[src/rtl/fcpu_pkg.sv]
// Core-wide widths and the common data bus packet layout.
package fcpu_pkg;

    localparam int unsigned RSV_ID_W = 6;
    localparam int unsigned DATA_W   = 32;
    localparam int unsigned CDB_W    = RSV_ID_W + DATA_W;

    typedef struct packed {
        logic [RSV_ID_W-1:0] rsv_id;
        logic [DATA_W-1:0]   data;
    } cdb_pkt_t;

endpackage

[src/rtl/cdb_arbiter_if.sv]
// Functional-unit request bus and CDB broadcast bundle for the CDB arbiter.
interface cdb_arbiter_if
    import fcpu_pkg::*;
#(
    parameter int unsigned N_UNITS = 4
);
    localparam int unsigned UNIT_W = $clog2(N_UNITS);

    logic [N_UNITS*CDB_W-1:0] req_cdb;
    logic [N_UNITS-1:0]       req_valid;
    logic [N_UNITS-1:0]       req_ready;
    logic                     stall;
    cdb_pkt_t                 cdb;
    logic                     cdb_valid;
    logic [UNIT_W-1:0]        last_unit;

    // Requester / pipeline-control side
    modport master (
        output req_cdb, req_valid, stall,
        input  req_ready, cdb, cdb_valid, last_unit
    );

    // Arbiter side
    modport slave (
        input  req_cdb, req_valid, stall,
        output req_ready, cdb, cdb_valid, last_unit
    );

endinterface

[src/rtl/rr_pick.sv]
// Round-robin pick: first valid index at or after ptr, wrapping, as one-hot and index.
module rr_pick #(
    parameter int unsigned N = 4
) (
    input  logic [N-1:0]         valid,
    input  logic [$clog2(N)-1:0] ptr,
    output logic [N-1:0]         grant_c,
    output logic [$clog2(N)-1:0] winner_c,
    output logic                 any_c
);
    localparam int unsigned W = $clog2(N);

    always_comb begin
        grant_c  = '0;
        winner_c = '0;
        any_c    = 1'b0;
        for (int unsigned i = 0; i < N; i++) begin
            int unsigned idx;
            logic [W-1:0] sel;
            idx = 32'(ptr) + i;
            if (idx >= N) idx = idx - N;
            sel = W'(idx);
            if (!any_c && valid[sel]) begin
                any_c         = 1'b1;
                winner_c      = sel;
                grant_c[sel]  = 1'b1;
            end
        end
    end

endmodule

[src/rtl/cdb_arbiter.sv]
// Round-robin arbiter sharing the common data bus among functional units;
// the winning packet is broadcast from a register one cycle after the grant.
module cdb_arbiter
    import fcpu_pkg::*;
#(
    parameter int unsigned N_UNITS = 4
) (
    input  logic          clk,
    input  logic          rst,
    cdb_arbiter_if.slave  bus
);
    localparam int unsigned UNIT_W = $clog2(N_UNITS);

    logic [N_UNITS-1:0] valid_c;
    logic [N_UNITS-1:0] grant_c;
    logic [UNIT_W-1:0]  winner_c;
    logic               any_c;
    cdb_pkt_t           pkts [N_UNITS];

    logic [UNIT_W-1:0]  ptr_q, ptr_d;
    cdb_pkt_t           cdb_q, cdb_d;
    logic               cdb_valid_q, cdb_valid_d;
    logic [UNIT_W-1:0]  last_unit_q, last_unit_d;

    for (genvar g = 0; g < N_UNITS; g++) begin : g_unpack
        assign pkts[g] = cdb_pkt_t'(bus.req_cdb[g*CDB_W +: CDB_W]);
    end

    // Reset and stall mask every request, so nothing is accepted in those cycles
    assign valid_c = (rst || bus.stall) ? '0 : bus.req_valid;

    rr_pick #(.N(N_UNITS)) u_pick (
        .valid    (valid_c),
        .ptr      (ptr_q),
        .grant_c  (grant_c),
        .winner_c (winner_c),
        .any_c    (any_c)
    );

    assign bus.req_ready = grant_c;
    assign bus.cdb       = cdb_q;
    assign bus.cdb_valid = cdb_valid_q;
    assign bus.last_unit = last_unit_q;

    always_comb begin
        ptr_d       = ptr_q;
        cdb_d       = cdb_q;
        cdb_valid_d = 1'b0;
        last_unit_d = last_unit_q;
        if (any_c) begin
            ptr_d       = (winner_c == UNIT_W'(N_UNITS - 1)) ? '0 : winner_c + UNIT_W'(1);
            cdb_d       = pkts[winner_c];
            cdb_valid_d = 1'b1;
            last_unit_d = winner_c;
        end
    end

    always_ff @(posedge clk) begin
        if (rst) begin
            ptr_q       <= '0;
            cdb_q       <= '0;
            cdb_valid_q <= 1'b0;
            last_unit_q <= '0;
        end else begin
            ptr_q       <= ptr_d;
            cdb_q       <= cdb_d;
            cdb_valid_q <= cdb_valid_d;
            last_unit_q <= last_unit_d;
        end
    end

endmodule

[src/flat_wrapper.sv]
// flat-port wrapper written by rule: the top's interface ports become plain ports
module cdb_arbiter_flat import fcpu_pkg::*;
#(
    parameter int unsigned N_UNITS = 4
)
  (clk, rst, bus_req_cdb, bus_req_valid, bus_stall, bus_req_ready, bus_cdb, bus_cdb_valid, bus_last_unit);
  cdb_arbiter_if #(.N_UNITS(N_UNITS)) bus_i ();
  input  logic clk;
  input  logic rst;
  input wire logic [$bits(bus_i.req_cdb)-1:0] bus_req_cdb;
  input wire logic [$bits(bus_i.req_valid)-1:0] bus_req_valid;
  input wire logic [$bits(bus_i.stall)-1:0] bus_stall;
  output wire logic [$bits(bus_i.req_ready)-1:0] bus_req_ready;
  output wire logic [$bits(bus_i.cdb)-1:0] bus_cdb;
  output wire logic [$bits(bus_i.cdb_valid)-1:0] bus_cdb_valid;
  output wire logic [$bits(bus_i.last_unit)-1:0] bus_last_unit;
  assign bus_i.req_cdb = bus_req_cdb;
  assign bus_i.req_valid = bus_req_valid;
  assign bus_i.stall = bus_stall;
  assign bus_req_ready = bus_i.req_ready;
  assign bus_cdb = bus_i.cdb;
  assign bus_cdb_valid = bus_i.cdb_valid;
  assign bus_last_unit = bus_i.last_unit;
  cdb_arbiter #(.N_UNITS(N_UNITS)) u_core (.clk(clk), .rst(rst), .bus(bus_i));
endmodule
[config.mk]
export PLATFORM = sky130hd
export DESIGN_NAME = cdb_arbiter_flat
export DESIGN_NICKNAME = d
export VERILOG_FILES = /design/src/rtl/fcpu_pkg.sv /design/src/rtl/cdb_arbiter_if.sv /design/src/rtl/rr_pick.sv /design/src/rtl/cdb_arbiter.sv /design/src/flat_wrapper.sv
export SDC_FILE = /design/constraint.sdc
export NUM_CORES = 1
export LEC_CHECK = 0
export CORE_UTILIZATION = 35
export CTS_CLUSTER_DIAMETER = 50
export CTS_CLUSTER_SIZE = 20
export DETAILED_ROUTE_END_ITERATION = 6
export GPL_ROUTABILITY_DRIVEN = 1
export PLACE_DENSITY_LB_ADDON = 0.08
export REMOVE_ABC_BUFFERS = 1
export SLEW_MARGIN = 0
export SYNTH_ARGS = -nofsm -noshare
export SYNTH_HDL_FRONTEND = slang
export SYNTH_SLANG_ARGS = --single-unit
[constraint.sdc]
create_clock -name clk -period 2.68 [get_ports clk]
set_input_delay 0.67 -clock clk [delete_from_list [all_inputs] [get_ports clk]]
set_output_delay 0.67 -clock clk [all_outputs]
set_load 0.005 [all_outputs]
Word-level counts from Yosys, hierarchy flattened --
Index checks and enable logic that the tools add are counted. W data, S select, Z words.
Word-level totals: logic and storage cells 80, input port bits 159, register bits 43
Operators by class: add/sub/neg operators 8, reduce and logical (&&, ||, !) cells 11, muxes and demuxes 38, equality and inequality tests 1, bitwise logic cells 4, order comparisons 13
Operator list (number):
- $bmux W38 S2 | 1
- $mux W38 | 2
- $mux W4 | 5
- $mux W2 | 9
- $mux W1 | 13
- $ge A3 B3 Y1 const B | 4
- $lt A2 B3 Y1 const B | 4
- $or A4 B4 Y4 | 3
- $bmux W1 S2 | 4
- $demux W1 S2 | 4
- $ge A2 B1 Y1 const B | 4
- $sub A2 B1 Y2 const B | 4
- $logic_and A1 B1 Y1 | 7
- $add A2 B2 Y3 const B | 2
- $add A2 B1 Y3 const B | 1
- $ge A2 B3 Y1 const B | 1
- $logic_not A1 Y1 | 3
- $not A2 Y3 | 1
- $add A2 B1 Y2 const B | 1
- $eq A2 B2 Y1 const B | 1
- $logic_or A1 B1 Y1 | 1

Logic depth before layout (Yosys ltp) --
Gate-level depths: netlist of run 1.
depth after elaboration 18, depth in mapped cells 11, gate-level depth less buffers 8

Hierarchy --
From an unflattened synthesis of run 1, not the netlist that was laid out.
Unflattened totals: cells, all modules 285, area total of the unflattened synthesis 3106.7 um^2
By module, submodules not included:
- cdb_arbiter | area each 2685.1 um^2, cells an instance 240, instances 1
- rr_pick | area each 421.7 um^2, cells an instance 45, instances 1

Least setup slack after synthesis of run 1 --
OpenSTA, ideal clock, no wires.
path type reg2out, start point register u_core.ptr_q[0], end point output bus_req_ready[0], slack -0.062 ns, path buffers 1, arrival time 2.072 ns, required time 2.010 ns, stages on the path, launching flop included 8, cell sequence dfxtp_1 buf_6 inv_1 ha_1 or3_1 o2bb2ai_2 a21oi_1 a221o_1
On the way: longest elaborated chain between the ends 14
RTL lines:
- from (decl) | RTL line cdb_arbiter.sv:20 | logic [UNIT_W-1:0] ptr_q, ptr_d;
- from (signal assigned) | RTL line cdb_arbiter.sv:65 | ptr_q <= ptr_d;
- parallel branches: the longest is 13 deep, another holds $add A2 B1 Y3
- $mux W4 (*) | RTL line rr_pick.sv:23 | if (!any_c && valid[sel]) begin
- to (decl) | RTL line flat_wrapper.sv:13 | output wire logic [$bits(bus_i.req_ready)-1:0] bus_req_ready;
Mark *: on every way between the ends. The select of a mux whose other input is x is not followed.

Worst setup path after layout of run 1 --
start point input rst, end point output bus_req_ready[2]
On the way: longest elaborated chain between the ends 14
RTL lines:
- from (decl) | RTL line flat_wrapper.sv:9 | input logic rst;
- $logic_or A1 B1 Y1 (*) | RTL line cdb_arbiter.sv:30 | assign valid_c = (rst || bus.stall) ? '0 : bus.req_valid;
- $mux W4 (*) | RTL line cdb_arbiter.sv:30
- $bmux W1 S2 | RTL line rr_pick.sv:23
- $mux W1 (implied by the code) | RTL line rr_pick.sv:23
- $mux W1 | RTL line rr_pick.sv:23
- $logic_not A1 Y1 | RTL line rr_pick.sv:23
- $logic_and A1 B1 Y1 | RTL line rr_pick.sv:23
- $mux W1 | RTL line rr_pick.sv:23
- $logic_not A1 Y1 | RTL line rr_pick.sv:23
- $logic_and A1 B1 Y1 | RTL line rr_pick.sv:23
- $mux W1 | RTL line rr_pick.sv:23
- $logic_not A1 Y1 | RTL line rr_pick.sv:23
- $logic_and A1 B1 Y1 | RTL line rr_pick.sv:23
- $mux W4 (*) | RTL line rr_pick.sv:23
Mark *: on every way between the ends. The rest lies on a longest branch, timed or not. The select of a mux whose other input is x is not followed.

==> reports/results.ini, run 1 <==
[pwr]
vdd_drop_max_mv = 0.194
p_switching_mw = 0.790
power.density_nw_per_um2 = 391
total_power_mw = 2.41
p_int_mw = 1.62
p_clk_share_pct = 17.0
p_sw_share_pct = 32.7
leakage_nw = 2.39
seqPwrFrac_pct = 31.8
p_comb_share_pct = 51.2

[clock_tree]
clk_pin_slew_ns = 0.08
h-tree-depth = 2
ctsHoldBuffers = 0
cts.root.buffer_cell = clkbuf_8
clkSinkCount = 43
cts_tree = built
clk_path_buf_depth = 2
clkLatencyLatePin_ns = 0.29
cts_buffers = 5

[route]
routed.top_layer = met4
drt-initial-drc-count = 87
wl_met2_um = 5810
vias = 3926
avgViaCountPerCell = 5.07
ant_nets = 0
firstDrtPassIters = 4
drc = 0
wl_um = 11700
wl_per_cell_um = 15.2
dr_wl_met3_um = 871
met1_length_um = 4800

[sta]
fin_ws_ns = -0.0646
tightest_slew_ns = 0.422
drv_slew = 0
setup_total_negative_slack_ns = -0.164
hold_viol = 0
fin_crit_sh_pct = 102
finClkSkew_ns = 0.00486
grt_setup_unrepaired = yes
fin_crit_ns = 2.74
max_freq_mhz = 364
setup_viol = 4
max_slew_margin_pct = 71.6

[die]
die_width_um = 103
die_height_um = 103
ios = 204
fp-row-count = 36
start_util_pct = 36.2
die_area_um2 = 10600
core_um2 = 9820

[logic_synthesis]
syn_avg_cell_area_um2 = 8.42
synth_edf_count = 0
synthArstFlopShare_pct = 0
syn_inst = 422
ys_seq_elements = 43
synth_flop_cell = dfxtp_1
synth-seq-area-share_pct = 24.2
ys_types = 43
yosys_warnings = 0
synthesis.area_um2 = 3550

[setup_path]
crit_fanout = 6
crit_type = in -> out
cp-start-kind = primary input
r2r_cells = 12
worstPathRequired_ns = 2.01
crit_path_end_kind = primary output
cp.arrival_ns = 2.07

[layout]
stdcell_count = 774
nNetsFinal = 807
antenna_cells = 0
layout_common_cells = 193 x clkdlybuf4s50_1, 81 x nand2_1, 41 x dfxtp_1, 39 x nand3b_1, 39 x and2_1
area_delta_synth_final_pct = 73.6
fin_util_pct = 62.8
drive_above_1_share_pct = 23.2
final_common_cell = clkdlybuf4s50_1

[placement]
gp_congestion = 0.745
numPortBuffers = 203
dp.cells = 760
place_ws_ns = -0.756
place_hpwl_um = 8580

[global_route]
grt_pass1_vias = 3714
grt_max_degree = 43
grt_pass1_wl_um = 17800
grt_util_all_layers_pct = 21.5
grt.overflow.total = 0
antenna_found_initial = 0

[min_path]
hp-class = reg -> reg
hold_depth = 2

[job]
maxCapViolations = 0

[status]
outcome = finished with violations
violations = setup timing

==> cells in the mapped netlist, types with 3 or more instances <==
cell type / n / area (µm²)
o31ai_2: 30 / 375
nand2_1: 84 / 315
clkbuf_1: 18 / 67.6
a211oi_2: 20 / 250
buf_6: 5 / 56.3
nand3b_1: 39 / 293
mux2i_1: 4 / 40.0
a211oi_1: 18 / 135
and2_1: 39 / 244
and3_1: 38 / 238
inv_1: 4 / 15.0
mux2_4: 3 / 45.0
o31ai_1: 8 / 60.1
dfxtp_1: 43 / 861
ha_1: 8 / 100
nor2_1: 6 / 22.5
buf_2: 12 / 60.1
a221o_1: 4 / 40.0
a21oi_1: 8 / 40.0
==> kinds of logic (layout without fill, tap and decap cells) <==
kind of cell	after synthesis	in the layout	synth area share, %
DFF	43	43	24.2
xor gates and xnor gates	1	1	0.247
and+or+nand+nor	220	220	34.2
AOI/OAI and AO/OA	100	100	29.0
adders and majority gates	8	8	2.82
buffers and inverters	43	262	7.15
muxes	7	7	2.39
==> path summary, 6_finish.rpt <==
path | startpoint | endpoint | slack (ns)
worst max-delay path | rst | bus_req_ready[2] | -0.06
worst min-delay path | u_core.bus.last_unit[0]$_SDFFE_PP0P_ | u_core.bus.last_unit[0]$_SDFFE_PP0P_ | 0.46
worst max register to register | u_core.ptr_q[0]$_SDFFE_PP0P_ | u_core.bus.cdb[31]$_SDFFE_PP0P_ | 0.09
worst min register to register | u_core.bus.last_unit[0]$_SDFFE_PP0P_ | u_core.bus.last_unit[0]$_SDFFE_PP0P_ | 0.46
==> through the flow <==
stage / area [µm²] / hold WS, ns
floorplan: 3310 / 0.447
global route: 6170 / 0.495
finish: 6170 / 0.458
global placement: 5930 / 0.443
detailed placement: 5930 / 0.449
CTS: 6140 / 0.462
==> metal layers <==
layer	vias up	GRT usage, %
li1	1963	-
met1	1799	24.2
met2	145	39.4
met3	19	5.76
met4	0	6.83
met5	-	0
==> critical path, stage by stage <==
cell and delay (ns):
buf_6 0.09, buf_6 0.12, or3_4 0.40, o2bb2ai_4 0.23, buf_6 0.14, nand2_2 0.05, a21oi_2 0.14, a221o_1 0.13
buf_2 0.11
==> registers in the layout, indices dropped and copies added (netlist names) <==
name and count:
u_core.bus.cdb 38, u_core.bus.last_unit 2, u_core.ptr_q 2, u_core.bus.cdb_valid 1
==> layout make-up <==
class	count	area (µm²)
fillers	893	3650
multi-input cells	336	2570
repair buffers	250	2460
flip-flops and latches	43	863
well taps	133	166
clock buffers	6	72.6
inverters	4	15.0
clock inverters	2	12.5
==> power groups by stage <==
| stage | logic (mW) | registers (mW) | clock network (mW) |
|---|---|---|---|
| CTS | 1.23 | 0.768 | 0.427 |
| detailed placement | 1.18 | 0.780 | 0 |
| global route | 1.33 | 0.778 | 0.457 |
| floorplan | 0.503 | 0.793 | 0 |
| global placement | 1.18 | 0.776 | 0 |
| finish | 1.23 | 0.767 | 0.410 |
==> repair_timing <==
item,4_1_cts,5_1_grt
setup buffers,6,0
resized for setup,72,5
pin swaps,9,4
endpoints found under the setup margin,6,4
Power figures use the tool's default switching activity.
==> run 2: changes to the inputs <==
--- a/config.mk
+++ b/config.mk
@@ -7,12 +7,12 @@
 export LEC_CHECK = 0
 export CORE_UTILIZATION = 35
 export CTS_CLUSTER_DIAMETER = 50
-export CTS_CLUSTER_SIZE = 20
+export CTS_CLUSTER_SIZE = 8
 export DETAILED_ROUTE_END_ITERATION = 6
 export GPL_ROUTABILITY_DRIVEN = 1
 export PLACE_DENSITY_LB_ADDON = 0.08
 export REMOVE_ABC_BUFFERS = 1
-export SLEW_MARGIN = 0
+export SLEW_MARGIN = 20
 export SYNTH_ARGS = -nofsm -noshare
 export SYNTH_HDL_FRONTEND = slang
 export SYNTH_SLANG_ARGS = --single-unit
==> results of run 2 <==
The final DEF is identical to that of run 1; final timing and power are the same.
==> RTL edit, RTL diff (settings of run 2) <==
Set the package constant `DATA_W` to 64 (it was 32).
--- a/src/rtl/fcpu_pkg.sv
+++ b/src/rtl/fcpu_pkg.sv
@@ -2,7 +2,7 @@
 package fcpu_pkg;
 
     localparam int unsigned RSV_ID_W = 6;
-    localparam int unsigned DATA_W   = 32;
+    localparam int unsigned DATA_W   = 64;
     localparam int unsigned CDB_W    = RSV_ID_W + DATA_W;
 
     typedef struct packed {
Ports: changed (resized bus_cdb and bus_req_cdb); port bits go from 204 to 364. No check against the original RTL was run, so the function may have changed too.
==> RTL edit against run 2 <==
The flow still finishes with violations (setup timing); cell count up 63%; utilization up 6.0 points; sequential cell count up 32; cell area up 55%; wire length up 84%; power up 86%; area after synthesis up 41%; setup slack worse by 6.7 ps.
==> RTL edit: results (changes against run 2) <==
Synthesis
  • Post-synthesis compound-gate area fraction: 26.7% (-2.3 points)
  • Synth cell types: 42 (-2.3%)
  • Mux cell area share after synthesis: 1.57% (-0.82 points)
  • Adder-Cell Fraction of Synth Area: 2.00% (-0.82 points)
  • Post-Synth XOR/XNOR Area: 0.175% (-0.072 points)
  • Area contributors post-synth: dfxtp_1 (30%), nand2_1 (22%), a32o_1 (14%)
  • Mean post-synth cell area: 7.02 um2 (-17%)

Global route
  • Global-route met1 utilization: 33.8% (+9.5 points)
  • Met2 Usage GRT: 48.8% (+9.4 points)
  • Largest net degree at the start of global routing: 81 (+88%)
  • Vias in the first global route: 6296 (+70%)
  • Wire length of the first global-routing pass: 32800 um (+85%)

Final layout
  • Core utilization of the finished layout: 68.8% (+6.0 points)
  • Number of flip-flops in the largest register: 70 (+84%)
  • Fraction of area in registers: 15.7% (+1.7 points)
  • Finished Layout Cells: 1261 (+63%)
  • Ratio of cells with drive above 1 in the final layout: 11.7% (-12 points)
  • Number of multi-input logic gates: 563 (+68%)

Place
  • Post-Place Cells: 1232 (+62%)
  • Port Buf Inserts: 363 (+79%)
  • Post-DP HPWL: 15300 um (+78%)

Power
  • Cell Int Power: 3.14 mW (+94%)
  • P_leak: 3.93 nW (+64%)
  • Seq. pwr: 1.34 mW (+75%)
  • Sw Ratio: 29.9% (-2.8 points)

STA
  • Final setup viols: 4 (unchanged)
  • Final setup margin: -71.4 ps (-6.75 ps)

Drt
  • Metal2 WL: 10800 um (+86%)
  • Met3 WL: 1410 um (+62%)
  • Vias: 6758 (+72%)
  • Routed metal-1 wirelength: 8610 um (+79%)

Outcome
  • Failing checks: setup timing
  • Status: finished with violations

Die
  • Core area: 0.0139 mm2 (+42%)

CTS
  • Worst skew pair latency: 340 ps (+50 ps)
  • Setup Fix Bufs, Post-CTS: 11 (+5)

Worst setup path
  • Critical R2R Capture: u_core.bus.cdb[55]
==> RTL edit: changes by cell type after synthesis, moves of 20 or more <==
| cell | change |
|---|---|
| nand3b_1 | -39 |
| nand3_1 | +71 |
| a31oi_1 | +70 |
| dfxtp_1 | +32 |
| a32o_1 | +70 |
| o31ai_2 | -30 |
| and2_1 | -37 |
| a211oi_2 | -20 |
| and3_1 | -38 |
| nand2_1 | +204 |
==> RTL edit: critical path, cell delays in order (launching register included) <==
cell and delay, ps:
dfxtp_2 350, buf_12 130, mux2_4 320, buf_4 150
nor4b_2 230, o21a_1 200, buf_6 120, a221o_1 130
buf_2 110
==> RTL edit: worst max path at each step <==
stage	from	to	depth (start not counted)
after global placement	rst	bus_req_ready[1]	7
after global routing	u_core.ptr_q[0]	bus_req_ready[1]	10
after detailed placement	bus_stall	bus_req_ready[0]	7
final	u_core.ptr_q[0]	bus_req_ready[1]	8
after CTS	u_core.ptr_q[1]	bus_req_ready[2]	9
after floorplan	bus_req_valid[0]	u_core.bus.cdb[0]	6
